**src/rtl/fetch_exec_ctrl.sv**
```systemverilog
// Multi-cycle fetch/decode/execute sequencer for the 16-bit processor: owns the PC and the IR write enable.
// Optional ack-timeout watchdog enabled by defining CTRL_ACK_TIMEOUT_EN.
module fetch_exec_ctrl #(
  parameter int unsigned PC_W           = 16,
  parameter int unsigned RESET_PC       = 0,
  parameter int unsigned TIMEOUT_CYCLES = 15
) (
  input  logic            clk,
  input  logic            rst,
  input  logic            start_i,
  input  logic [15:0]     ir_i,
  input  logic            zero_i,
  output logic            imem_req_o,
  input  logic            imem_ack_i,
  output logic [PC_W-1:0] pc_o,
  output logic            ir_we_o,
  output logic [1:0]      alu_op_o,
  output logic            rf_we_o,
  output logic            rf_src_mem_o,
  output logic            dmem_req_o,
  output logic            dmem_we_o,
  input  logic            dmem_ack_i,
  output logic            busy_o,
  output logic            halted_o,
  output logic            illegal_o,
  output logic            err_o
);

  typedef enum logic [2:0] {
    S_IDLE, S_FETCH, S_DECODE, S_EXEC, S_MEM, S_HALT, S_ERR
  } state_e;

  localparam logic [3:0] OP_NOP   = 4'h0;
  localparam logic [3:0] OP_OR    = 4'h4;
  localparam logic [3:0] OP_LOAD  = 4'h5;
  localparam logic [3:0] OP_STORE = 4'h6;
  localparam logic [3:0] OP_JMP   = 4'h7;
  localparam logic [3:0] OP_JZ    = 4'h8;
  localparam logic [3:0] OP_HALT  = 4'hF;

  state_e            state_q, state_d;
  logic [PC_W-1:0]   pc_q, pc_d;
  logic [1:0]        alu_op_q, alu_op_d;
  logic [3:0]        opcode_c;
  logic [PC_W-1:0]   jump_pc_c;

  assign opcode_c  = ir_i[15:12];
  assign jump_pc_c = PC_W'(ir_i[11:0]);
  assign pc_o      = pc_q;
  assign alu_op_o  = alu_op_q;

`ifdef CTRL_ACK_TIMEOUT_EN
  localparam int unsigned CNT_W = $clog2(TIMEOUT_CYCLES + 1);
  logic [CNT_W-1:0] cnt_q, cnt_d;
  logic             err_q, err_d;
  assign err_o = err_q;
`else
  assign err_o = 1'b0;
`endif

  // State and datapath-control registers
  always_ff @(posedge clk) begin
    if (rst) begin
      state_q  <= S_IDLE;
      pc_q     <= PC_W'(RESET_PC);
      alu_op_q <= 2'd0;
`ifdef CTRL_ACK_TIMEOUT_EN
      cnt_q    <= '0;
      err_q    <= 1'b0;
`endif
    end else begin
      state_q  <= state_d;
      pc_q     <= pc_d;
      alu_op_q <= alu_op_d;
`ifdef CTRL_ACK_TIMEOUT_EN
      cnt_q    <= cnt_d;
      err_q    <= err_d;
`endif
    end
  end

  // Next-state and strobe decode
  always_comb begin
    state_d      = state_q;
    pc_d         = pc_q;
    alu_op_d     = alu_op_q;
    imem_req_o   = 1'b0;
    ir_we_o      = 1'b0;
    rf_we_o      = 1'b0;
    rf_src_mem_o = 1'b0;
    dmem_req_o   = 1'b0;
    dmem_we_o    = 1'b0;
    busy_o       = 1'b0;
    halted_o     = 1'b0;
    illegal_o    = 1'b0;

    unique case (state_q)
      S_IDLE: begin
        if (start_i) state_d = S_FETCH;
      end
      S_FETCH: begin
        busy_o     = 1'b1;
        imem_req_o = 1'b1;
        if (imem_ack_i) begin
          ir_we_o = 1'b1;
          pc_d    = pc_q + PC_W'(1);
          state_d = S_DECODE;
        end
      end
      S_DECODE: begin
        busy_o  = 1'b1;
        state_d = S_FETCH;
        if (opcode_c != OP_NOP && opcode_c <= OP_OR) begin
          // ADD..OR occupy opcodes 1..4; the ALU wants them as 0..3
          alu_op_d = 2'(opcode_c - 4'd1);
          state_d  = S_EXEC;
        end else if (opcode_c == OP_LOAD || opcode_c == OP_STORE) begin
          state_d = S_MEM;
        end else if (opcode_c == OP_JMP || (opcode_c == OP_JZ && zero_i)) begin
          pc_d = jump_pc_c;
        end else if (opcode_c == OP_HALT) begin
          state_d = S_HALT;
        end else if (opcode_c > OP_JZ) begin
          illegal_o = 1'b1;
        end
      end
      S_EXEC: begin
        busy_o  = 1'b1;
        rf_we_o = 1'b1;
        state_d = S_FETCH;
      end
      S_MEM: begin
        busy_o     = 1'b1;
        dmem_req_o = 1'b1;
        dmem_we_o  = (opcode_c == OP_STORE);
        if (dmem_ack_i) begin
          rf_we_o      = (opcode_c == OP_LOAD);
          rf_src_mem_o = (opcode_c == OP_LOAD);
          state_d      = S_FETCH;
        end
      end
      S_HALT: begin
        halted_o = 1'b1;
      end
      S_ERR: begin
      end
      default: state_d = S_IDLE;
    endcase

`ifdef CTRL_ACK_TIMEOUT_EN
    // Count consecutive unacknowledged request cycles; trip into ERR at the limit
    cnt_d = '0;
    err_d = err_q;
    if ((state_q == S_FETCH && !imem_ack_i) || (state_q == S_MEM && !dmem_ack_i)) begin
      cnt_d = cnt_q + CNT_W'(1);
      if (cnt_d == CNT_W'(TIMEOUT_CYCLES)) begin
        cnt_d   = '0;
        err_d   = 1'b1;
        state_d = S_ERR;
      end
    end
`endif
  end

endmodule

```
**config.mk**
```make
export PLATFORM = sky130hd
export DESIGN_NAME = fetch_exec_ctrl
export DESIGN_NICKNAME = d
export VERILOG_FILES = /design/src/rtl/fetch_exec_ctrl.sv
export SDC_FILE = /design/constraint.sdc
export NUM_CORES = 1
export LEC_CHECK = 0
export ABC_AREA = 1
export BUFFER_PORTS_ARGS = -buffer_cell sky130_fd_sc_hd__buf_2
export CAP_MARGIN = 15
export CORE_ASPECT_RATIO = 0.8
export CORE_MARGIN = 1.5
export CORE_UTILIZATION = 46
export CTS_CLUSTER_SIZE = 28
export DETAILED_ROUTE_END_ITERATION = 6
export PLACE_DENSITY_LB_ADDON = 0.3
export SKIP_LAST_GASP = 1
export SLEW_MARGIN = 20
export SYNTH_ARGS = -nofsm -noshare
export SYNTH_HDL_FRONTEND = slang
export SYNTH_SLANG_ARGS = --single-unit
```
**constraint.sdc**
```tcl
create_clock -name clk -period 1.9 [get_ports clk]
set_input_delay 0.285 -clock clk [delete_from_list [all_inputs] [get_ports clk]]
set_output_delay 0.285 -clock clk [all_outputs]
set_load 0.03 [all_outputs]
```
==> summary.txt <==
Placement
  • Placed cell count: approximately 380
  • Pre-CTS WS: ~0.10 ns
  • Final HPWL DP: 3190 microns
  • RePlAce Congestion: around 0.8
  • Area after DPL: 0.00194 sq mm
  • Port bufs: 48

Synth
  • Avg Inst Size Synth: around 5.6 sq um
  • Synth area leader: dfxtp_1
  • Total nets after synthesis: 326
  • Post-Syn Instances: between 200 and 300
  • Synth Flop Type: dfxtp_1
  • Async SR Flop Fraction: 0%
  • Cell area after synthesis: roughly 0.0017 sq mm
  • Synthesis Warnings: 0
  • EDFF count, synth: 0
  • Cell variety after synth: 25
  • #FFs+latches synth: 21
  • Seq/Total Area, Yosys: 25.0%
  • Dominant cells by area after synthesis: dfxtp_1, nand2_1, nor2_1
  • Top cell type's share of synthesized area: 25.0%

Global routing
  • Initial antenna violation count: 0
  • Largest net degree at the start of global routing: 24
  • Vias in the first global route: ~1600
  • First-pass GRT wire length: 7090 microns
  • GRT Resource Usage Total: a little over a fifth
  • Grt total ovfl: 0

Setup path
  • Worst path required time: ~1.6 ns
  • Worst R2R Setup Slack: 0.21 ns
  • Crit path capture type: output port
  • Endpoint arrival time on the critical path: about 1.5 ns
  • CP Class: flop to output port
  • Startpoint Class: flop
  • Worst Reg2Reg Path Length in Cells: 8
  • Max FO, Critical Path: 9

Route
  • Via density per instance: around 5.0
  • Routed len/inst: about 11 microns
  • Via count: around 1900
  • Residual DRC count: 0
  • Final Routed Wirelength: 4130 microns
  • DRT Pass-1 Iters: 4
  • Antenna Nets Post-Route: 0
  • 1st-iter DRT viols: 129

Timing
  • Final setup skew: about 0.0068 ns
  • Setup ws final: roughly 0.12 ns
  • Fin Hold WS: ~0.24 ns
  • Max Clk Rate: 0.563 GHz
  • RSZ-0062 raised after global routing: no
  • Fin. Hold Viols: 0
  • Setup TNS: 0 ns
  • Period utilization: slightly above 90%
  • Final setup fails: 0
  • Final Max Slew Viols: 0
  • Min Tclk post-route: 1.78 ns

Final layout
  • Design area: around 0.0020 sq mm
  • Most common cell after layout, fill and taps aside: nand2_1
  • Fin cells: 388
  • NumNets Final: roughly 370
  • Layout cell share with drive strength beyond 1: 20.5%
  • Area delta synth->final: 18.6%
  • Layout Utilization: between 50% and 60%
  • Commonest non-fill, non-tap cells in the layout: nand2_1, nor2_1, buf_2
  • Diodes inserted: 0

Pwr
  • Maximum vdd ir drop: 0.000562 V
  • Cell Pwr Density: between 1000 and 1500 mW/mm^2
  • Total power draw: between 2 and 2.5 mW
  • Leak Pwr: between 1 and 1.5 nW

Clock network
  • Number of H-tree levels: 1
  • CTS clk-pin slew, worst paths: ~0.08 ns
  • CTS sink cnt: 21
  • CTS tree: built
  • Total CTS buffers: 3
  • Post-CTS Setup Bufs: 0
  • Clock tree buffer depth: 2
  • Clock Latency Late Sink: 0.27 ns
  • Root Driver: clkbuf_8

Floorplanning
  • Die W: ~70 microns
  • CORE AREA: between 0.003 and 0.004 sq mm
  • Initial Util: around half
  • Die height: 57.0 microns
  • I/O Pins: 50
  • Num rows: 19
  • DIE AREA: 0.00402 sq mm

Outcome
  • Status: finished clean

Min path
  • Hold Path Cell Cnt: 2
  • Hold Crit Class: input port to flop

Run
  • Max_cap viols: 0
-- routing by layer --
metal  vias to the layer above  part of all wire (%)  global-route usage [%]
li1                       1025                     -                       -
met1                       843                    49                    29.6
met2                        62                    42                    35.0
met3                         4                   7.2                    4.59
met4                         0                  0.99                    6.20
met5                         -                     0                       0
-- sequential cells by signal, indices dropped and copies added, names as in the netlist --
register / cells
state_q: 3
alu_op_o: 2
pc_o: 16
-- final cells by class --
class | count | area, sq um
clock buffer | 3 | 41.3
clock inverter | 1 | 5.00
multi-input combinational | 235 | 1080
tap | 42 | 52.6
sequential | 21 | 423
inverter | 35 | 131
timing repair buffer | 51 | 263
fill | 375 | 1480
-- cell usage after synthesis (2+ instances only) --
library cell,instances
a21oi_1,7
buf_2,3
buf_4,2
buf_6,2
dfxtp_1,21
ha_1,5
inv_1,31
inv_2,4
nand2_1,105
nand2_2,2
nand3_1,31
nand4_1,5
nor2_1,52
nor2_2,2
nor2_4,2
nor3_1,2
o211ai_1,2
o21ai_0,10
o21bai_1,4
or2_2,2
-- path summary, 6_finish.rpt --
path,from,endpoint
worst min register to register,state_q[2],state_q[2]
worst max register to register,pc_o[0],pc_o[12]
worst max-delay path,state_q[2],busy_o
worst min-delay path,ir_i[12],alu_op_o[0]
-- worst max-delay path, stage by stage (launching register included) --
cell	delay, ns
dfxtp_2	0.41
inv_2	0.09
nand3_4	0.15
nand2_1	0.10
or3_1	0.30
buf_2	0.18
-- cells by family (layout without fill, tap and decap cells) --
logic type	Yosys count	count (layout)	share of synthesized area, %
other	1	1	0.223
adders and majority gates	5	5	3.73
and+or+nand+nor	205	205	51.8
DFF	21	21	25.0
AOI/OAI and AO/OA	24	24	8.05
buffers and inverters	43	90	11.2
-- power breakdown --
part           switching, mW  leakage [nW]  total (mW)  internal (mW)
sequential             0.150         0.173       0.708          0.558
clock                  0.157        0.0255       0.304          0.147
combinational          0.749         0.909        1.11          0.360
-- timing repair --
action	in CTS	in global routing
hold buffers	0	0
setup endpoints to repair	0	2
resized for setup	0	2
Note: power is estimated with default switching activity, not from simulation.
